**config.mk**
```make
export PLATFORM = sky130hd
export DESIGN_NAME = writeback_queue
export DESIGN_NICKNAME = d
export VERILOG_FILES = /design/src/rtl/writeback_queue.sv
export SDC_FILE = /design/constraint.sdc
export NUM_CORES = 2
export LEC_CHECK = 0
export CORE_UTILIZATION = 45
export CTS_CLUSTER_DIAMETER = 30
export CTS_CLUSTER_SIZE = 24
export DETAILED_ROUTE_END_ITERATION = 6
export GPL_ROUTABILITY_DRIVEN = 0
export HOLD_SLACK_MARGIN = 0.12
export PLACE_DENSITY = 0.7
export SYNTH_ARGS = -nofsm -noshare
export SYNTH_HDL_FRONTEND = slang
export SYNTH_SLANG_ARGS = --single-unit
export TNS_END_PERCENT = 30
```
**constraint.sdc**
```tcl
create_clock -name clk -period 24.3 [get_ports clk]
set_input_delay 4.86 -clock clk [delete_from_list [all_inputs] [get_ports clk]]
set_output_delay 4.86 -clock clk [all_outputs]
set_load 0.005 [all_outputs]
```
**src/rtl/writeback_queue.sv**
```systemverilog
// Multi-lane writeback stage: registered register-file writes plus an in-order
// commit FIFO drained up to LANES records per cycle, with a retired counter.
module writeback_queue #(
    parameter int LANES = 2,
    parameter int DEPTH = 8,
    parameter int XLEN  = 64,
    parameter int CNT_W = 64
) (
    input  logic                    clk,
    input  logic                    reset,
    input  logic [LANES-1:0]        in_valid,
    input  logic [32*LANES-1:0]     in_inst,
    input  logic [XLEN*LANES-1:0]   in_pc,
    input  logic [XLEN*LANES-1:0]   in_value,
    input  logic [LANES-1:0]        in_wen,
    input  logic [LANES-1:0]        in_jump,
    input  logic [LANES-1:0]        in_skip,
    output logic                    in_ready,
    output logic [LANES-1:0]        rf_wen,
    output logic [5*LANES-1:0]      rf_addr,
    output logic [XLEN*LANES-1:0]   rf_data,
    output logic [LANES-1:0]        commit_valid,
    output logic [32*LANES-1:0]     commit_inst,
    output logic [XLEN*LANES-1:0]   commit_pc,
    output logic [LANES-1:0]        commit_jump,
    output logic [LANES-1:0]        commit_skip,
    output logic [CNT_W*LANES-1:0]  commit_counter,
    input  logic                    commit_ready,
    output logic [CNT_W-1:0]        retired
);

    localparam int PTR_W = $clog2(DEPTH);
    localparam int CW    = PTR_W + 1;
    localparam logic [CW-1:0] LANES_C = CW'(LANES);
    localparam logic [CW-1:0] DEPTH_C = CW'(DEPTH);

    logic [31:0]        inst_mem [DEPTH];
    logic [XLEN-1:0]    pc_mem   [DEPTH];
    logic               jump_mem [DEPTH];
    logic               skip_mem [DEPTH];

    logic [PTR_W-1:0]   head_q, head_d;
    logic [PTR_W-1:0]   tail_q, tail_d;
    logic [CW-1:0]      count_q, count_d;
    logic [CNT_W-1:0]   retired_q, retired_d;
    logic [LANES-1:0]   rf_wen_q, rf_wen_d;
    logic [5*LANES-1:0] rf_addr_q;
    logic [XLEN*LANES-1:0] rf_data_q;

    logic               accept;
    logic [CW-1:0]      enq_n;
    logic [CW-1:0]      pop_n;
    logic [4:0]         rd     [LANES];
    logic [CW-1:0]      offs   [LANES+1];

    assign in_ready = (DEPTH_C - count_q) >= LANES_C;
    assign accept   = in_ready && (|in_valid);

    // offs[i] = number of valid lanes below lane i, i.e. its compacted slot
    assign offs[0] = '0;

    genvar gi;
    generate
        for (gi = 0; gi < LANES; gi++) begin : g_lane
            logic [PTR_W-1:0] slot_ptr;

            assign rd[gi]       = in_inst[32*gi+7 +: 5];
            assign offs[gi+1]   = offs[gi] + CW'(in_valid[gi]);

            assign slot_ptr     = head_q + PTR_W'(gi);
            assign commit_valid[gi]                 = count_q > CW'(gi);
            assign commit_inst[32*gi +: 32]         = inst_mem[slot_ptr];
            assign commit_pc[XLEN*gi +: XLEN]       = pc_mem[slot_ptr];
            assign commit_jump[gi]                  = jump_mem[slot_ptr];
            assign commit_skip[gi]                  = skip_mem[slot_ptr];
            assign commit_counter[CNT_W*gi +: CNT_W] = retired_q + CNT_W'(gi + 1);
        end
    endgenerate

    assign enq_n = accept ? offs[LANES] : '0;

    always_comb begin
        pop_n = '0;
        if (commit_ready) begin
            pop_n = (count_q < LANES_C) ? count_q : LANES_C;
        end
    end

    assign head_d    = head_q + PTR_W'(pop_n);
    assign tail_d    = tail_q + PTR_W'(enq_n);
    assign count_d   = count_q + enq_n - pop_n;
    assign retired_d = retired_q + CNT_W'(pop_n);

    // A higher lane writing the same rd in the same beat is younger and wins
    always_comb begin
        rf_wen_d = '0;
        for (int i = 0; i < LANES; i++) begin
            rf_wen_d[i] = accept && in_valid[i] && in_wen[i] && (rd[i] != 5'd0);
            for (int j = i + 1; j < LANES; j++) begin
                if (in_valid[j] && in_wen[j] && (rd[j] == rd[i])) begin
                    rf_wen_d[i] = 1'b0;
                end
            end
        end
    end

    always_ff @(posedge clk) begin
        if (!reset) begin
            head_q    <= '0;
            tail_q    <= '0;
            count_q   <= '0;
            retired_q <= '0;
            rf_wen_q  <= '0;
        end else begin
            head_q    <= head_d;
            tail_q    <= tail_d;
            count_q   <= count_d;
            retired_q <= retired_d;
            rf_wen_q  <= rf_wen_d;
        end
    end

    always_ff @(posedge clk) begin
        for (int i = 0; i < LANES; i++) begin
            rf_addr_q[5*i +: 5]       <= rd[i];
            rf_data_q[XLEN*i +: XLEN] <= in_value[XLEN*i +: XLEN];
        end
    end

    // Storage is not reset: stale entries are unreachable once count is cleared
    always_ff @(posedge clk) begin
        if (accept) begin
            for (int i = 0; i < LANES; i++) begin
                if (in_valid[i]) begin
                    inst_mem[tail_q + PTR_W'(offs[i])] <= in_inst[32*i +: 32];
                    pc_mem[tail_q + PTR_W'(offs[i])]   <= in_pc[XLEN*i +: XLEN];
                    jump_mem[tail_q + PTR_W'(offs[i])] <= in_jump[i];
                    skip_mem[tail_q + PTR_W'(offs[i])] <= in_skip[i];
                end
            end
        end
    end

    assign rf_wen  = rf_wen_q;
    assign rf_addr = rf_addr_q;
    assign rf_data = rf_data_q;
    assign retired = retired_q;

endmodule

```
# ---- After elaboration in Yosys (flattened, before gate mapping)
# Memory sizes are Yosys's and may differ from the RTL's. A register that Yosys moved wholly into a read port is not among the register bits.
# Cells that the tools add are included.
dict set report classes {
  add_sub_neg 11
  reduce_logical 13
  order_cmp 4
  n_bitwise 1
  mux 13
  n_eq_ne 1
}
# op count
set op_table {}
lappend op_table {{$add 64x1->64 const B} 1}
lappend op_table {{$add 64x2->64 const B} 1}
lappend op_table {{$add 64x4->64} 1}
lappend op_table {{$mux 3} 4}
lappend op_table {{$reduce_bool 5->1} 2}
lappend op_table {{$logic_and 1x1->1} 9}
lappend op_table {{$gt 4x1->1 const B} 2}
lappend op_table {{$mux 4} 2}
lappend op_table {{$mux 1} 6}
lappend op_table {{$eq 5x5->1} 1}
lappend op_table {{$add 4x2->4} 1}
lappend op_table {{$ge 4x2->1 const B} 1}
lappend op_table {{$lt 4x2->1 const B} 1}
lappend op_table {{$reduce_or 2->1} 2}
lappend op_table {{$sub 4x4->4} 1}
lappend op_table {{$sub 4x4->4 const A} 1}
lappend op_table {{$add 3x1->3} 1}
lappend op_table {{$add 3x1->3 const B} 1}
lappend op_table {{$add 3x2->3} 1}
lappend op_table {{$add 3x3->3} 1}
lappend op_table {{$add 1x1->2} 1}
lappend op_table {{$mux 2} 1}
lappend op_table {{$not 1->1} 1}
dict set report totals {
  output_inout_bits 531
  memories 4
  ram_bits 784
  inputBits 331
  register_bits 214
  word_cells 55
}
# memory depth word_bits read_ports rd_clocked_by_memory_dff write_ports line_no
set mem_list {}
lappend mem_list {pc_mem 8 64 2 1 2 38} ;# logic [XLEN-1:0] pc_mem [DEPTH];
lappend mem_list {inst_mem 8 32 2 1 2 37} ;# logic [31:0] inst_mem [DEPTH];
lappend mem_list {jump_mem 8 1 2 1 2 39} ;# logic jump_mem [DEPTH];
lappend mem_list {skip_mem 8 1 2 1 2 40} ;# logic skip_mem [DEPTH];

# ---- Logic depth before layout (Yosys ltp)
dict set report depth {
  depth_word 6
  depth_mapped 13
  depth_no_buf 13
}

# ---- Worst setup path after synthesis
# No wires, ideal clock.
dict set report synth_path {
  kind {input-to-reg}
  startpoint {input in_valid[0]}
  endpoint {memory inst_mem[0][0] (enable)}
  setup_slack_ns 8.096
  t_required_ns 23.480
  setup_time_ns 0.820
  n_path_buf 0
  arrival_time_ns 15.384
  cell_stages 5
  path_cell_list {inv_1 -> ha_1 -> nor2b_1 -> nand2_1 -> o41ai_1}
}
# item line_no
set synth_lines {}
lappend synth_lines {{from (decl)} 11} ;# input logic [LANES-1:0] in_valid,
lappend synth_lines {{to (decl)} 37}

# ---- Worst setup path in the final report
dict set report layout_path {
  startpoint {register head_q[0]}
  endpoint {output commit_inst[63]}
}
dict set report layout_between {
  elab_chain_cells 2
}
# item line_no
set layout_lines {}
lappend layout_lines {{from (decl)} 42} ;# logic [PTR_W-1:0] head_q, head_d;
lappend layout_lines {{from (signal assigned)} 109} ;# head_q <= '0;
lappend layout_lines {{from (signal assigned)} 115} ;# head_q <= head_d;
lappend layout_lines {{$add 3x1->3} 70} ;# assign slot_ptr = head_q + PTR_W'(gi);
lappend layout_lines {{$mem_v2 8x32} --}
lappend layout_lines {{to (decl)} 23} ;# output logic [32*LANES-1:0] commit_inst,
# No other way between the ends.

==> reports/results.ini <==
[status]
status = finished, final reports clean

[sta]
slew_headroom_pct = 21.3
post-route-period-util_pct = 42.1
worstMarginPinSlew_ns = 1.18
skew_ns = 0.0701
setup_total_negative_slack_ns = 0
timing_max_transition_violations_final = 0
setup_viol = 0
maxClockFrequency_mhz = 97.9
period_minus_slack_ns = 10.22
final-hold-violation-count = 0
grt_setup_unrepaired = no

[floorplan]
initial_utilization_pct = 45.4
die_height_microns = 347
total_die_area_sq_um = 121000
rows = 126
core_sq_um = 118000
dieWidth_microns = 347
io_pins = 862

[synth]
synth-edff-count = 784
yosysSeqAreaShare_pct = 51.9
synth.cell_area_sq_um = 53600
syn_area_per_cell_sq_um = 15.9
async_flop_share_pct = 0
syn-instance-count = 3372
mappedNetlistNets = 3730
post_synth_num_cell_types = 56
ys_warn_count = 0
postSynthRegisterBits = 998
dominantRegCellSynth = sky130_fd_sc_hd__edfxtp_1

[power_and_ir_drop]
finalPower_uw = 8360
power_frac_seq_pct = 28.0
cellPowerDensity_nw_per_um2 = 116
switching_share_pct = 29.9
internal_power_uw = 5860
power_frac_comb_pct = 33.2
total_switching_power_uw = 2500
static-leakage-power_uw = 0.0242
power.clock.fraction_pct = 38.7
power.ir.vdd_worst_uv = 80.1

[layout]
synthToLayoutAreaGrowth_pct = 34.2
design_area_sq_um = 71900
design.final.nets = 4606
finalCoreUtilization_pct = 60.9
n_fill_cell = 8770
ratio_of_cells_with_drive_above_1_in_the_final_layout_pct = 41.2
final_cell_count_no_fill = 6014

[critical_path]
worstPathArrival_ns = 5.36
critical-path-max-stage-delay_ns = 0.99
worstPathMaxFanout = 70
endpoint_kind_of_the_worst_setup_timing_path = output pin
cp.buffers_inverters = 3
timing.critical_path.slowest_stage_cell = sky130_fd_sc_hd__buf_4
crit_path_cell_trace = ha_4 -> buf_4 -> buf_4 -> mux4_2 -> mux2_2 -> clkdlybuf4s50_1
timing_worst_setup_path_type = reg -> out
critPathLaunchType = register
worst_path_dominant_cell_family = buffers and inverters
cp_common_cell = sky130_fd_sc_hd__buf_4
cp_data_required_time_ns = 19.44

[placed_design]
buffer_ports.inserted = 861
place.detailed.hpwl_mm = 121
postPlaceCellArea_sq_um = 63600
placed_cells_incl_taps = 5547

[clock_network]
clock_sinks = 998
clk_root_buffer_cell = sky130_fd_sc_hd__clkbuf_16
clk_pin_slew_ns = 0.04
cts_repair_resize_count = 0
clock_tree.buffer_depth = 3
ctsHoldBuffers = 0
cts_inserted_buffers = 235
number_of_levels_the_h_tree_was_split_into = 4
post-cts-setup-buffer-count = 0
tritoncts = built
clkLatencyLatePin_ns = 0.84

[global_route]
globalRouteOverflowTotal = 0
grt_first_pass_wirelength_mm = 269
grt_max_degree = 100
grt_pass1_vias = 37680
global_route.usage.total_pct = 31.0
antenna_found_initial = 36

[drt]
detail_route.wl_per_cell_microns = 31.5
finalWirelength_mm = 189
drt-vias-per-instance = 6.15
drt_first_iter_violations = 3528
drt_drc_violations_left = 0
detailroute.via_count = 36992
dr.pass1.iters = 6
detail-route-antenna-nets = 0

[worst_hold_path]
hold_path_class = reg -> reg

[job]
cap_viol_max_count = 0

registers in the layout, indices dropped and copies added, names as in the netlist:
name / cells
head_q: 3
rf_wen: 2
retired: 64
rf_addr: 10
inst_mem: 256
count_q: 4
tail_q: 3
pc_mem: 512
rf_data: 128
skip_mem: 8
jump_mem: 8
worst paths after layout:
path,from,to,slack [ns],cells past startpoint
worst max-delay path,head_q[0]$_SDFF_PN0_,commit_inst[63],14.08,6
worst min-delay path,retired[53]$_SDFF_PN0_,retired[53]$_SDFF_PN0_,0.51,2
worst max register to register,tail_q[1]$_SDFF_PN0_,pc_mem[3][34]$_DFFE_PP_,19.96,7
worst min register to register,retired[53]$_SDFF_PN0_,retired[53]$_SDFF_PN0_,0.51,2
power by group through the flow:
| stage | sequential, uW | combinational (uW) | clock [uW] |
|---|---|---|---|
| floorplan | 2360 | 1500 | 0 |
| CTS | 2340 | 2800 | 3270 |
| global placement | 2360 | 2770 | 0 |
| global route | 2370 | 2900 | 3360 |
| finish | 2350 | 2780 | 3240 |
| detailed placement | 2370 | 2770 | 0 |
synthesized netlist by cell type, types with 20 or more instances:
| library cell | n | area [sq um] |
|---|---|---|
| sky130_fd_sc_hd__clkbuf_1 | 110 | 413 |
| sky130_fd_sc_hd__a21oi_1 | 27 | 135 |
| sky130_fd_sc_hd__nand4_1 | 56 | 350 |
| sky130_fd_sc_hd__dfxtp_1 | 214 | 4280 |
| sky130_fd_sc_hd__mux2_2 | 955 | 10800 |
| sky130_fd_sc_hd__xnor2_1 | 72 | 631 |
| sky130_fd_sc_hd__nor3_1 | 30 | 150 |
| sky130_fd_sc_hd__nand3_1 | 56 | 280 |
| sky130_fd_sc_hd__inv_1 | 25 | 93.8 |
| sky130_fd_sc_hd__edfxtp_1 | 784 | 23500 |
| sky130_fd_sc_hd__mux2_1 | 25 | 282 |
| sky130_fd_sc_hd__ha_1 | 22 | 275 |
| sky130_fd_sc_hd__nand2_1 | 62 | 233 |
| sky130_fd_sc_hd__nor2_1 | 115 | 432 |
| sky130_fd_sc_hd__o21ai_0 | 20 | 100 |
| sky130_fd_sc_hd__buf_1 | 32 | 120 |
| sky130_fd_sc_hd__mux4_2 | 392 | 8830 |
| sky130_fd_sc_hd__xor2_1 | 95 | 832 |
| sky130_fd_sc_hd__buf_2 | 115 | 576 |
placed cells by master, fill, tap and decap left out, types with 25 or more instances in the layout:
master and n:
sky130_fd_sc_hd__nand2_1 62, sky130_fd_sc_hd__inv_1 25, sky130_fd_sc_hd__mux4_2 392, sky130_fd_sc_hd__edfxtp_1 784, sky130_fd_sc_hd__xor2_1 94, sky130_fd_sc_hd__nor2_1 115
sky130_fd_sc_hd__a21oi_1 27, sky130_fd_sc_hd__clkbuf_16 237, sky130_fd_sc_hd__nand3_1 54, sky130_fd_sc_hd__mux2_1 25, sky130_fd_sc_hd__nand4_1 56, sky130_fd_sc_hd__nor3_1 30
sky130_fd_sc_hd__buf_4 45, sky130_fd_sc_hd__bufinv_16 35, sky130_fd_sc_hd__mux2_2 955, sky130_fd_sc_hd__dfxtp_1 211, sky130_fd_sc_hd__xnor2_1 72, sky130_fd_sc_hd__clkinv_2 44
sky130_fd_sc_hd__clkinvlp_4 33, sky130_fd_sc_hd__clkdlybuf4s50_1 861
tightest hold or removal path, stage by stage, from the launching register on:
cell,delay [ns]
sky130_fd_sc_hd__dfxtp_1,0.34
sky130_fd_sc_hd__nand2_1,0.07
sky130_fd_sc_hd__mux2i_1,0.06
routing by layer:
| layer | global-route usage (%) | wire length [microns] | part of all wire, % | vias to the layer above |
|---|---|---|---|---|
| li1 | - | - | - | 15369 |
| met1 | 39.1 | 73900 | 39 | 19177 |
| met2 | 48.6 | 88400 | 47 | 2042 |
| met3 | 10.9 | 19600 | 10 | 368 |
| met4 | 12.6 | 6970 | 3.7 | 36 |
| met5 | 0 | 379 | 0.20 | - |
cells by family after synthesis:
logic type,after synthesis,synth area share [%]
fa+ha+maj,27,0.700
mux,1374,37.1
simple gates,431,4.19
buf+inv,298,2.49
xor+xnor,167,2.73
flops,998,51.9
compound gates,77,0.887
through the flow:
stage / hold WS [ns] / setup slack, ns
after floorplan: 0.476 / 8.10
after global routing: 0.534 / 13.86
final: 0.514 / 14.08
after detailed placement: 0.498 / 14.92
after global placement: 0.489 / 14.97
after CTS: 0.503 / 13.99
cell type report:
| cell class | instances | area (sq um) | area share (%) |
|---|---|---|---|
| clock inverter | 178 | 2180 | 3.03 |
| sequential | 998 | 27800 | 38.7 |
| clock buffer | 268 | 6140 | 8.53 |
| antenna | 21 | 52.6 | 0.0731 |
| timing repair buffer | 911 | 9060 | 12.6 |
| tap | 1536 | 1920 | 2.67 |
| multi-input combinational | 2076 | 24600 | 34.3 |
| inverter | 26 | 97.6 | 0.136 |
(Power assumes the default switching activity.)
